[config.mk]
export PLATFORM = sky130hd
export DESIGN_NAME = imem_loader_flat
export DESIGN_NICKNAME = d
export VERILOG_FILES = /design/src/rtl/imem_pkg.sv /design/src/rtl/imem_loader_if.sv /design/src/rtl/imem_loader_timeout.sv /design/src/rtl/imem_loader.sv /design/src/flat_wrapper.sv
export SDC_FILE = /design/constraint.sdc
export NUM_CORES = 1
export LEC_CHECK = 0
export CORE_UTILIZATION = 30
export CTS_CLUSTER_DIAMETER = 30
export DETAILED_ROUTE_END_ITERATION = 12
export SLEW_MARGIN = 20
export SYNTH_ARGS = -nofsm -noshare
export SYNTH_HDL_FRONTEND = slang
export SYNTH_HIERARCHICAL = 1
export SYNTH_SLANG_ARGS = --single-unit
[constraint.sdc]
create_clock -name clk -period 1.6 [get_ports clk]
set_input_delay 0.32 -clock clk [delete_from_list [all_inputs] [get_ports clk]]
set_output_delay 0.32 -clock clk [all_outputs]
set_load 0.01 [all_outputs]
[src/rtl/imem_pkg.sv]
// Shared definitions for the instruction memory byte-stream loader.
package imem_pkg;

  localparam int IMEM_DATA_W = 16;
  localparam int IMEM_ADDR_W = 4;
  localparam int IMEM_DEPTH  = 16;

  localparam logic [7:0] CSUM_INIT = 8'h00;

  typedef enum logic [2:0] {
    IDLE,
    COUNT,
    HI,
    LO,
    CSUM,
    DONE,
    ERR
  } loader_state_e;

endpackage

[src/rtl/imem_loader_if.sv]
// Byte-stream input handshake plus instruction memory write port.
// The loader uses the master modport; the byte source / memory side uses slave.
interface imem_loader_if
  import imem_pkg::*;
#(
  parameter int ADDR_W = IMEM_ADDR_W,
  parameter int DATA_W = IMEM_DATA_W
);

  logic [7:0]        in_data;
  logic              in_valid;
  logic              in_ready;
  logic              imem_we;
  logic [ADDR_W-1:0] imem_waddr;
  logic [DATA_W-1:0] imem_wdata;

  modport master (
    input  in_data, in_valid,
    output in_ready, imem_we, imem_waddr, imem_wdata
  );

  modport slave (
    output in_data, in_valid,
    input  in_ready, imem_we, imem_waddr, imem_wdata
  );

endinterface

[src/rtl/imem_loader_timeout.sv]
// Inter-byte timeout counter; only instantiated when IMEM_LOADER_TIMEOUT_EN is defined.
// Counts cycles spent waiting for a byte and flags expiry at TIMEOUT_CYCLES.
module imem_loader_timeout #(
  parameter int TIMEOUT_CYCLES = 1000000
) (
  input  logic clk,
  input  logic rst_n,
  input  logic active,
  input  logic clear,
  output logic expired
);

  localparam int CW = $clog2(TIMEOUT_CYCLES + 1);
  localparam logic [CW-1:0] LIMIT = CW'(TIMEOUT_CYCLES);

  logic [CW-1:0] cnt_q, cnt_d;

  // Restart on every accepted byte or while not waiting; saturate at the limit.
  always_comb begin
    cnt_d = cnt_q;
    if (clear || !active) begin
      cnt_d = '0;
    end else if (cnt_q != LIMIT) begin
      cnt_d = cnt_q + 1'b1;
    end
  end

  // Counter register.
  always_ff @(posedge clk or negedge rst_n) begin
    if (!rst_n) begin
      cnt_q <= '0;
    end else begin
      cnt_q <= cnt_d;
    end
  end

  assign expired = active && (cnt_q == LIMIT);

endmodule

[src/rtl/imem_loader.sv]
// Byte-stream program loader: receives count, 2N data bytes and an XOR
// checksum, packs byte pairs into words written to instruction memory from
// address 0, and holds the CPU while loading (and after a failed load).
// Optional inter-byte timeout enabled by defining IMEM_LOADER_TIMEOUT_EN.
module imem_loader
  import imem_pkg::*;
#(
  parameter int DATA_W         = IMEM_DATA_W,
  parameter int ADDR_W         = IMEM_ADDR_W,
  parameter int DEPTH          = IMEM_DEPTH,
  parameter int TIMEOUT_CYCLES = 1000000
) (
  input  logic                clk,
  input  logic                rst_n,
  input  logic                start,
  imem_loader_if.master       bus,
  output logic                cpu_hold,
  output logic                done,
  output logic                err,
  output logic [ADDR_W:0]     words_loaded
);

  if (DATA_W != 16 || TIMEOUT_CYCLES < 1) begin : g_bad_param
    $error("imem_loader: DATA_W must be 16 and TIMEOUT_CYCLES positive");
  end

  localparam logic [7:0] DEPTH_B = 8'(DEPTH);

  loader_state_e     state_q, state_d;
  logic [ADDR_W:0]   count_q, count_d;
  logic [7:0]        hi_q, hi_d;
  logic [7:0]        csum_q, csum_d;
  logic [ADDR_W:0]   words_loaded_q, words_loaded_d;
  logic              imem_we_q, imem_we_d;
  logic [ADDR_W-1:0] imem_waddr_q, imem_waddr_d;
  logic [DATA_W-1:0] imem_wdata_q, imem_wdata_d;
  logic              in_ready_q, in_ready_d;
  logic              cpu_hold_q, cpu_hold_d;
  logic              done_q, done_d;
  logic              err_q, err_d;
  logic              accept;
  logic              timeout_hit;

  assign accept = bus.in_valid && in_ready_q;

`ifdef IMEM_LOADER_TIMEOUT_EN
  imem_loader_timeout #(
    .TIMEOUT_CYCLES(TIMEOUT_CYCLES)
  ) u_timeout (
    .clk     (clk),
    .rst_n   (rst_n),
    .active  (in_ready_q),
    .clear   (accept),
    .expired (timeout_hit)
  );
`else
  assign timeout_hit = 1'b0;
`endif

  // Next-state, byte packing, checksum and write-strobe decode.
  always_comb begin
    state_d        = state_q;
    count_d        = count_q;
    hi_d           = hi_q;
    csum_d         = csum_q;
    words_loaded_d = words_loaded_q;
    imem_we_d      = 1'b0;
    imem_waddr_d   = imem_waddr_q;
    imem_wdata_d   = imem_wdata_q;
    cpu_hold_d     = cpu_hold_q;
    done_d         = done_q;
    err_d          = err_q;

    unique case (state_q)
      IDLE, DONE, ERR: begin
        if (start) begin
          state_d        = COUNT;
          words_loaded_d = '0;
          csum_d         = CSUM_INIT;
          done_d         = 1'b0;
          err_d          = 1'b0;
          cpu_hold_d     = 1'b1;
        end
      end
      COUNT: begin
        if (accept) begin
          if (bus.in_data == 8'h00 || bus.in_data > DEPTH_B) begin
            state_d = ERR;
            err_d   = 1'b1;
          end else begin
            count_d = bus.in_data[ADDR_W:0];
            state_d = HI;
          end
        end
      end
      HI: begin
        if (accept) begin
          hi_d    = bus.in_data;
          csum_d  = csum_q ^ bus.in_data;
          state_d = LO;
        end
      end
      LO: begin
        if (accept) begin
          csum_d         = csum_q ^ bus.in_data;
          imem_we_d      = 1'b1;
          imem_waddr_d   = words_loaded_q[ADDR_W-1:0];
          imem_wdata_d   = {hi_q, bus.in_data};
          words_loaded_d = words_loaded_q + 1'b1;
          state_d        = ((words_loaded_q + 1'b1) == count_q) ? CSUM : HI;
        end
      end
      CSUM: begin
        if (accept) begin
          if (bus.in_data == csum_q) begin
            state_d    = DONE;
            done_d     = 1'b1;
            cpu_hold_d = 1'b0;
          end else begin
            state_d = ERR;
            err_d   = 1'b1;
          end
        end
      end
      default: begin
        state_d = IDLE;
      end
    endcase

    if (timeout_hit && !accept) begin
      state_d = ERR;
      err_d   = 1'b1;
    end

    in_ready_d = (state_d == COUNT) || (state_d == HI) ||
                 (state_d == LO) || (state_d == CSUM);
  end

  // State and output registers; reset abandons any load in progress.
  always_ff @(posedge clk or negedge rst_n) begin
    if (!rst_n) begin
      state_q        <= IDLE;
      count_q        <= '0;
      hi_q           <= '0;
      csum_q         <= CSUM_INIT;
      words_loaded_q <= '0;
      imem_we_q      <= 1'b0;
      imem_waddr_q   <= '0;
      imem_wdata_q   <= '0;
      in_ready_q     <= 1'b0;
      cpu_hold_q     <= 1'b0;
      done_q         <= 1'b0;
      err_q          <= 1'b0;
    end else begin
      state_q        <= state_d;
      count_q        <= count_d;
      hi_q           <= hi_d;
      csum_q         <= csum_d;
      words_loaded_q <= words_loaded_d;
      imem_we_q      <= imem_we_d;
      imem_waddr_q   <= imem_waddr_d;
      imem_wdata_q   <= imem_wdata_d;
      in_ready_q     <= in_ready_d;
      cpu_hold_q     <= cpu_hold_d;
      done_q         <= done_d;
      err_q          <= err_d;
    end
  end

  assign bus.in_ready   = in_ready_q;
  assign bus.imem_we    = imem_we_q;
  assign bus.imem_waddr = imem_waddr_q;
  assign bus.imem_wdata = imem_wdata_q;
  assign cpu_hold       = cpu_hold_q;
  assign done           = done_q;
  assign err            = err_q;
  assign words_loaded   = words_loaded_q;

endmodule

[src/flat_wrapper.sv]
// flat-port wrapper written by rule: the top's interface ports become plain ports
module imem_loader_flat import imem_pkg::*;
#(
  parameter int DATA_W         = IMEM_DATA_W,
  parameter int ADDR_W         = IMEM_ADDR_W,
  parameter int DEPTH          = IMEM_DEPTH,
  parameter int TIMEOUT_CYCLES = 1000000
)
  (clk, rst_n, start, cpu_hold, done, err, words_loaded, bus_in_data, bus_in_valid, bus_in_ready, bus_imem_we, bus_imem_waddr, bus_imem_wdata);
  imem_loader_if #(.ADDR_W(ADDR_W), .DATA_W(DATA_W)) bus_i ();
  input  logic clk;
  input  logic rst_n;
  input  logic start;
  output logic cpu_hold;
  output logic done;
  output logic err;
  output logic [ADDR_W:0] words_loaded;
  input wire logic [$bits(bus_i.in_data)-1:0] bus_in_data;
  input wire logic [$bits(bus_i.in_valid)-1:0] bus_in_valid;
  output wire logic [$bits(bus_i.in_ready)-1:0] bus_in_ready;
  output wire logic [$bits(bus_i.imem_we)-1:0] bus_imem_we;
  output wire logic [$bits(bus_i.imem_waddr)-1:0] bus_imem_waddr;
  output wire logic [$bits(bus_i.imem_wdata)-1:0] bus_imem_wdata;
  assign bus_i.in_data = bus_in_data;
  assign bus_i.in_valid = bus_in_valid;
  assign bus_in_ready = bus_i.in_ready;
  assign bus_imem_we = bus_i.imem_we;
  assign bus_imem_waddr = bus_i.imem_waddr;
  assign bus_imem_wdata = bus_i.imem_wdata;
  imem_loader #(.DATA_W(DATA_W), .ADDR_W(ADDR_W), .DEPTH(DEPTH), .TIMEOUT_CYCLES(TIMEOUT_CYCLES)) u_core (.clk(clk), .rst_n(rst_n), .start(start), .bus(bus_i), .cpu_hold(cpu_hold), .done(done), .err(err), .words_loaded(words_loaded));
endmodule
**Yosys cells after proc, flatten, opt, wreduce, memory -nomap -nowiden**

Cells that the tools add are included.

- ROM bits: 0
- Latch bits: 0
- Output and inout bits: 30
- Input bits: 12
- Memories: 0
- Flip-flop bits (word level): 54
- Bits in writable memories: 0

- Multiply operators: 0
- Add/sub/neg operators: 1
- Order comparisons: 1
- Shift-type cells: 0
- Reduce and logical (&&, ||, !) cells: 20
- Div/mod/pow operators: 0
- Eq/ne operators: 20
- Bitwise gates (word level): 2
- Multiplexer cells: 30

Operator list:

| kind | number |
|---|---|
| two-way mux 3 bit | 7 |
| two-way mux 8 bit | 2 |
| case mux 8 bit (2 select lines) | 1 |
| case mux 3 bit (5 select lines) | 1 |
| equality test 3 x 2 -> 1 bit, second input constant | 4 |
| equality test 3 bit, second input constant | 4 |
| two-way mux 1 bit | 12 |
| inequality test 2 x 1 -> 1 bit, second input constant | 6 |
| two-way mux 5 bit | 2 |
| case mux 5 bit (2 select lines) | 1 |
| AND reduction 3 bit | 3 |
| equality test 8 bit | 1 |
| > comparator 8 x 5 -> 1 bit, second input constant | 1 |
| logical NOT 8 bit | 1 |
| XOR 8 bit | 1 |
| equality test 3 x 1 -> 1 bit, second input constant | 2 |
| AND reduction 6 bit | 1 |
| nonzero test 2 bit | 3 |
| adder 5 x 1 -> 5 bit, second input constant | 1 |
| equality test 5 bit | 1 |
| logical OR 1 bit | 4 |
| inequality test 2 bit, second input constant | 2 |
| case mux 1 bit (2 select lines) | 2 |
| AND reduction 2 bit | 2 |
| other kinds (9) | 9 |

**Longest topological paths before layout**

- Word-level depth: 9
- Mapped depth: 6

**Worst setup path before layout**

No wires, ideal clock.

- Path kind: input-to-reg
- Start: input bus_in_data[2]
- End: register u_core.err_q, in the netlist u_core/err
- Stages: 5
- Setup slack: -0.044 ns
- Setup time: 0.069 ns
- Arrival: 1.575 ns
- Path buffers: 0
- Path through: nor4_4 mux2i_2 a21oi_2 or4b_1 nand3_1

- Word-level cells in the longest chain between the ends: 4

Ends and longest elaborated chain:

| what | line | source |
|---|---|---|
| from (decl) | flat_wrapper.sv:18 | `input wire logic [$bits(bus_i.in_data)-1:0] bus_in_data;` |
| > comparator 8 x 5 -> 1 bit or logical NOT 8 bit (tied branches) | imem_loader.sv:87 | `if (bus.in_data == 8'h00 \|\| bus.in_data > DEPTH_B) begin` |
| logical OR 1 bit | imem_loader.sv:87 |  |
| inequality test 2 x 1 -> 1 bit (no source line) | n/a |  |
| AND reduction 6 bit (no source line) * | n/a |  |
| to (signal assigned) | imem_loader.sv:166 | `err_q <= err_d;` |
| to (decl) | imem_loader.sv:40 | `logic err_q, err_d;` |

Every way passes the cells marked *; elsewhere a longest branch is shown, timed or not.
A chain may end at the register's enable or synchronous reset.

**Worst setup path after layout**

- Start: register u_core.words_loaded_q[1], in the netlist u_core/words_loaded[1]
- End: register u_core.state_q[1]

- Word-level cells in the longest chain between the ends: 5

Ends and longest elaborated chain:

| what | line | source |
|---|---|---|
| from (decl) | imem_loader.sv:33 | `logic [ADDR_W:0] words_loaded_q, words_loaded_d;` |
| from (signal assigned) | imem_loader.sv:159 | `words_loaded_q <= words_loaded_d;` |
| adder 5 x 1 -> 5 bit | imem_loader.sv:110 | `state_d = ((words_loaded_q + 1'b1) == count_q) ? CSUM : HI;` |
| equality test 5 bit | imem_loader.sv:110 |  |
| two-way mux 3 bit | imem_loader.sv:110 |  |
| two-way mux 3 bit | imem_loader.sv:104 | `if (accept) begin` |
| case mux 3 bit (5 select lines) | imem_loader.sv:74 | `unique case (state_q)` |
| net u_core.state_d[1] | imem_loader.sv:29 | `loader_state_e state_q, state_d;` |
| to (signal assigned) | imem_loader.sv:155 | `state_q <= state_d;` |
| to (decl) | imem_loader.sv:29 |  |

The timed path passes the listed nets, and every way through them passes these cells.

==> flow_summary.json <==
{
  "rows": 33,
  "placed_cell_area_um2": 3440,
  "die_h_um": 95.4,
  "synth_fp_nets": 271,
  "drive_gt1_share_pct": 28.7,
  "cp_slowest_cell": "dfrtp_1",
  "cts-htree-levels": 2,
  "hold_viol": 0,
  "grt_antenna_before_repair": 0,
  "insertedDiodeCount": 0,
  "grt_max_degree": 42,
  "root_buffer": "clkbuf_8",
  "slew_viol_final": 0,
  "startpoint_type": "flop",
  "ios": 42,
  "fin_crit_sh_pct": 100,
  "powerDensity_nw_per_um2": 1530,
  "status": "complete, but fails checks",
  "yosys_warnings": 6,
  "finalSetupViolations": 1,
  "synth-main-ff-cell": "dfrtp_1",
  "grt_pass1_vias": 2179,
  "dpl.hpwl_mm": 4.70,
  "synth_top_area_cell": "dfrtp_1",
  "gp_congestion": 0.771,
  "nFillCells": 809,
  "initial_core_util_pct": 31.4,
  "async_flop_share_pct": 100,
  "p_leak_uw": 0.00176,
  "synth_area_um2": 2620,
  "syn_inst": 258,
  "slowest_delay_ns": 0.44,
  "viasPerCell": 4.85,
  "die_x_um": 95.4,
  "use_met2_pct": 25.5,
  "maxSlewHeadroom_pct": 76.8,
  "nets": 360,
  "crit_path_end_kind": "flop",
  "drc": 0,
  "stdcell_area_um2": 3710,
  "synth_area_leaders": "dfrtp_1 52%, nand2_1 10%, mux2_2 5.6%",
  "maxCapViolations": 0,
  "path_max_fanout": 2,
  "wl_per_cell_um": 14.6,
  "max_freq_ghz": 0.623,
  "portBuffers": 41,
  "grt_first_pass_wirelength_mm": 10.8,
  "worst_clock_skew_ns": 0.00685,
  "ys_seq_area_share_pct": 51.6,
  "setup_slack_ns": -0.00493,
  "top_usage_layer": "met2",
  "clockBufferDepth": 2,
  "cp.required_ns": 1.78,
  "synth_top_area_share_pct": 51.6,
  "clock_latency_ns": 0.31,
  "min_period_ns": 1.60,
  "cts_tree": "built",
  "criticalPathCategory": "reg2reg",
  "die_area_um2": 9110,
  "peakVddDrop_mv": 0.571,
  "vias": 2196,
  "place_ws_ns": -0.690,
  "clock-sinks": 54,
  "drtIter0Drc": 81,
  "overflow": 0,
  "grt_use_met1_pct": 20.9,
  "rsz0062_at_grt": "true",
  "path_cells": "ha_4, xor2_1, nor3_1, nand4_1, nand3_2, o2111ai_1",
  "routed_wl_mm": 6.62,
  "worstMarginPinSlew_ns": 0.348,
  "path_clk_slew_ns": 0.10,
  "core_area_um2": 8340,
  "synth_edf_count": 0,
  "min_path_type": "in2reg",
  "track_usage_pct": 15.6,
  "failed_checks": "setup timing",
  "numCtsBuffers": 5,
  "syn2layout_area_growth_pct": 41.8,
  "use_met3_pct": 2.47,
  "avgSynthCellArea_um2": 10.2,
  "r2r_slack_ns": -0.005,
  "ys_types": 47,
  "dr.pass1.iters": 4,
  "ant_nets": 0,
  "cp.arrival_ns": 1.78,
  "synth-seq-cells": 54
}
## synthesized netlist by cell type (2+ instances only)
library cell	instances
nand2_1	70
dfrtp_1	54
nor2b_1	16
mux2_2	13
a21oi_1	11
o21ai_0	9
o2bb2ai_1	9
buf_2	6
nor4_1	5
xnor2_1	5
inv_1	4
nand2b_1	4
and2b_1	3
clkbuf_1	3
nand3_1	3
nor2_1	3
a21oi_2	2
and3_1	2
mux2i_1	2
nand3b_1	2
nand4_1	2
nor4b_1	2
o22ai_1	2
xnor3_1	2
xor2_1	2
## metrics by stage
stage	hold WS [ns]	util (%)	power [uW]	instances	TNS, ns
after CTS	0.405	43.3	5560	451	-0.00988
after detailed placement	0.252	41.2	4600	436	-17.43
after floorplan	0.0244	-	3440	258	-0.0396
after global placement	0.255	41.2	4540	436	-16.42
after global routing	0.284	44.5	6030	453	-0.422
final	0.290	44.5	5660	453	-0.00493
## worst max-delay path: cells and delay by family, from the launching register on
family                     cells  cell delay, ns
DFF                            1            0.44
and+or+nand+nor                3            0.50
xor gates and xnor gates       1            0.15
adders and majority gates      1            0.26
AOI/OAI and AO/OA              1            0.12
## cells in the final DEF (no fill, tap or decap), types with 2 or more instances in the layout
master           instances
clkdlybuf4s50_1         26
nand4_1                  2
nand2b_1                 2
dlymetal6s2s_1           4
mux2i_1                  2
buf_4                   47
dfrtp_1                 53
nor2_1                   2
o22ai_1                  2
dlygate4sd2_1            4
nand2_1                 70
nor4_2                   5
buf_2                    2
clkbuf_2                 3
and3_1                   2
inv_1                    3
o2bb2ai_1                9
o21ai_0                  9
xnor3_1                  2
buf_6                    2
xor2_1                   2
a21oi_1                 11
nand3_1                  2
mux2_2                  13
clkdlybuf4s15_1          2
clkbuf_8                 5
nor2b_1                 15
nor4b_2                  2
and2b_1                  3
xnor2_1                  5
nand2b_4                 2
nand3b_1                 2
and2_1                   2
## worst paths after layout
check	from	endpoint	cells past startpoint
worst max-delay path	u_core/words_loaded[1]	u_core/state_q[1]	6
worst min-delay path	bus_in_data[2]	u_core/bus.imem_wdata[2]	3
worst max register to register	u_core/words_loaded[1]	u_core/state_q[1]	6
worst min register to register	u_core/hi_q[4]	u_core/bus.imem_wdata[12]	2
max in group asynchronous	rst_n	u_core/words_loaded[2]	3
min in group asynchronous	rst_n	u_core/hi_q[7]	2
## cell type report
| class | count | area (um2) | share of cell area [%] |
|---|---|---|---|
| inverter | 4 | 15.0 | 0.404 |
| sequential | 54 | 1350 | 36.4 |
| clock inverter | 2 | 37.5 | 1.01 |
| multi-input combinational | 190 | 1310 | 35.2 |
| tap | 105 | 131 | 3.54 |
| clock buffer | 6 | 72.6 | 1.95 |
| timing repair buffer | 92 | 796 | 21.4 |
## cell families (layout without fill, tap and decap cells)
logic type | Yosys count | in the layout | synth area share [%]
xor gates and xnor gates | 9 | 9 | 4.06
and+or+nand+nor | 121 | 121 | 23.3
adders and majority gates | 2 | 2 | 0.860
buffers and inverters | 14 | 104 | 2.29
AOI/OAI and AO/OA | 42 | 42 | 11.0
DFF | 54 | 54 | 51.6
muxes | 16 | 16 | 6.88
## layer usage
metal | vias up | part of all wire (%)
met2 | 41 | 49
met1 | 1084 | 46
met3 | 9 | 4.0
met4 | 0 | 1.7
li1 | 1062 | -
met5 | - | 0
## flip-flops by register name (all words and copies together), names as in the netlist
signal                 cells
u_core/bus.imem_we         1
u_core/done                1
u_core/count_q             5
u_core/state_q             3
u_core/err                 1
u_core/bus.in_ready        1
u_core/bus.imem_wdata     16
u_core/hi_q                8
u_core/cpu_hold            1
u_core/words_loaded        5
u_core/bus.imem_waddr      4
u_core/csum_q              8
## power by group
part           internal [uW]  total [uW]  switching [uW]
Sequential              1830        2140             308
Combinational           1390        2590            1200
Clock                    468         929             462
## timing repair
action | CTS | global route
endpoints found under the hold margin | 13 | 0
endpoints found under the setup margin | 18 | 52
pin swaps | 4 | 19
resized for setup | 17 | 31
hold buffers | 1 | 0
cloned | 0 | 0
setup buffers | 6 | 3
Power figures use the tool's default switching activity.
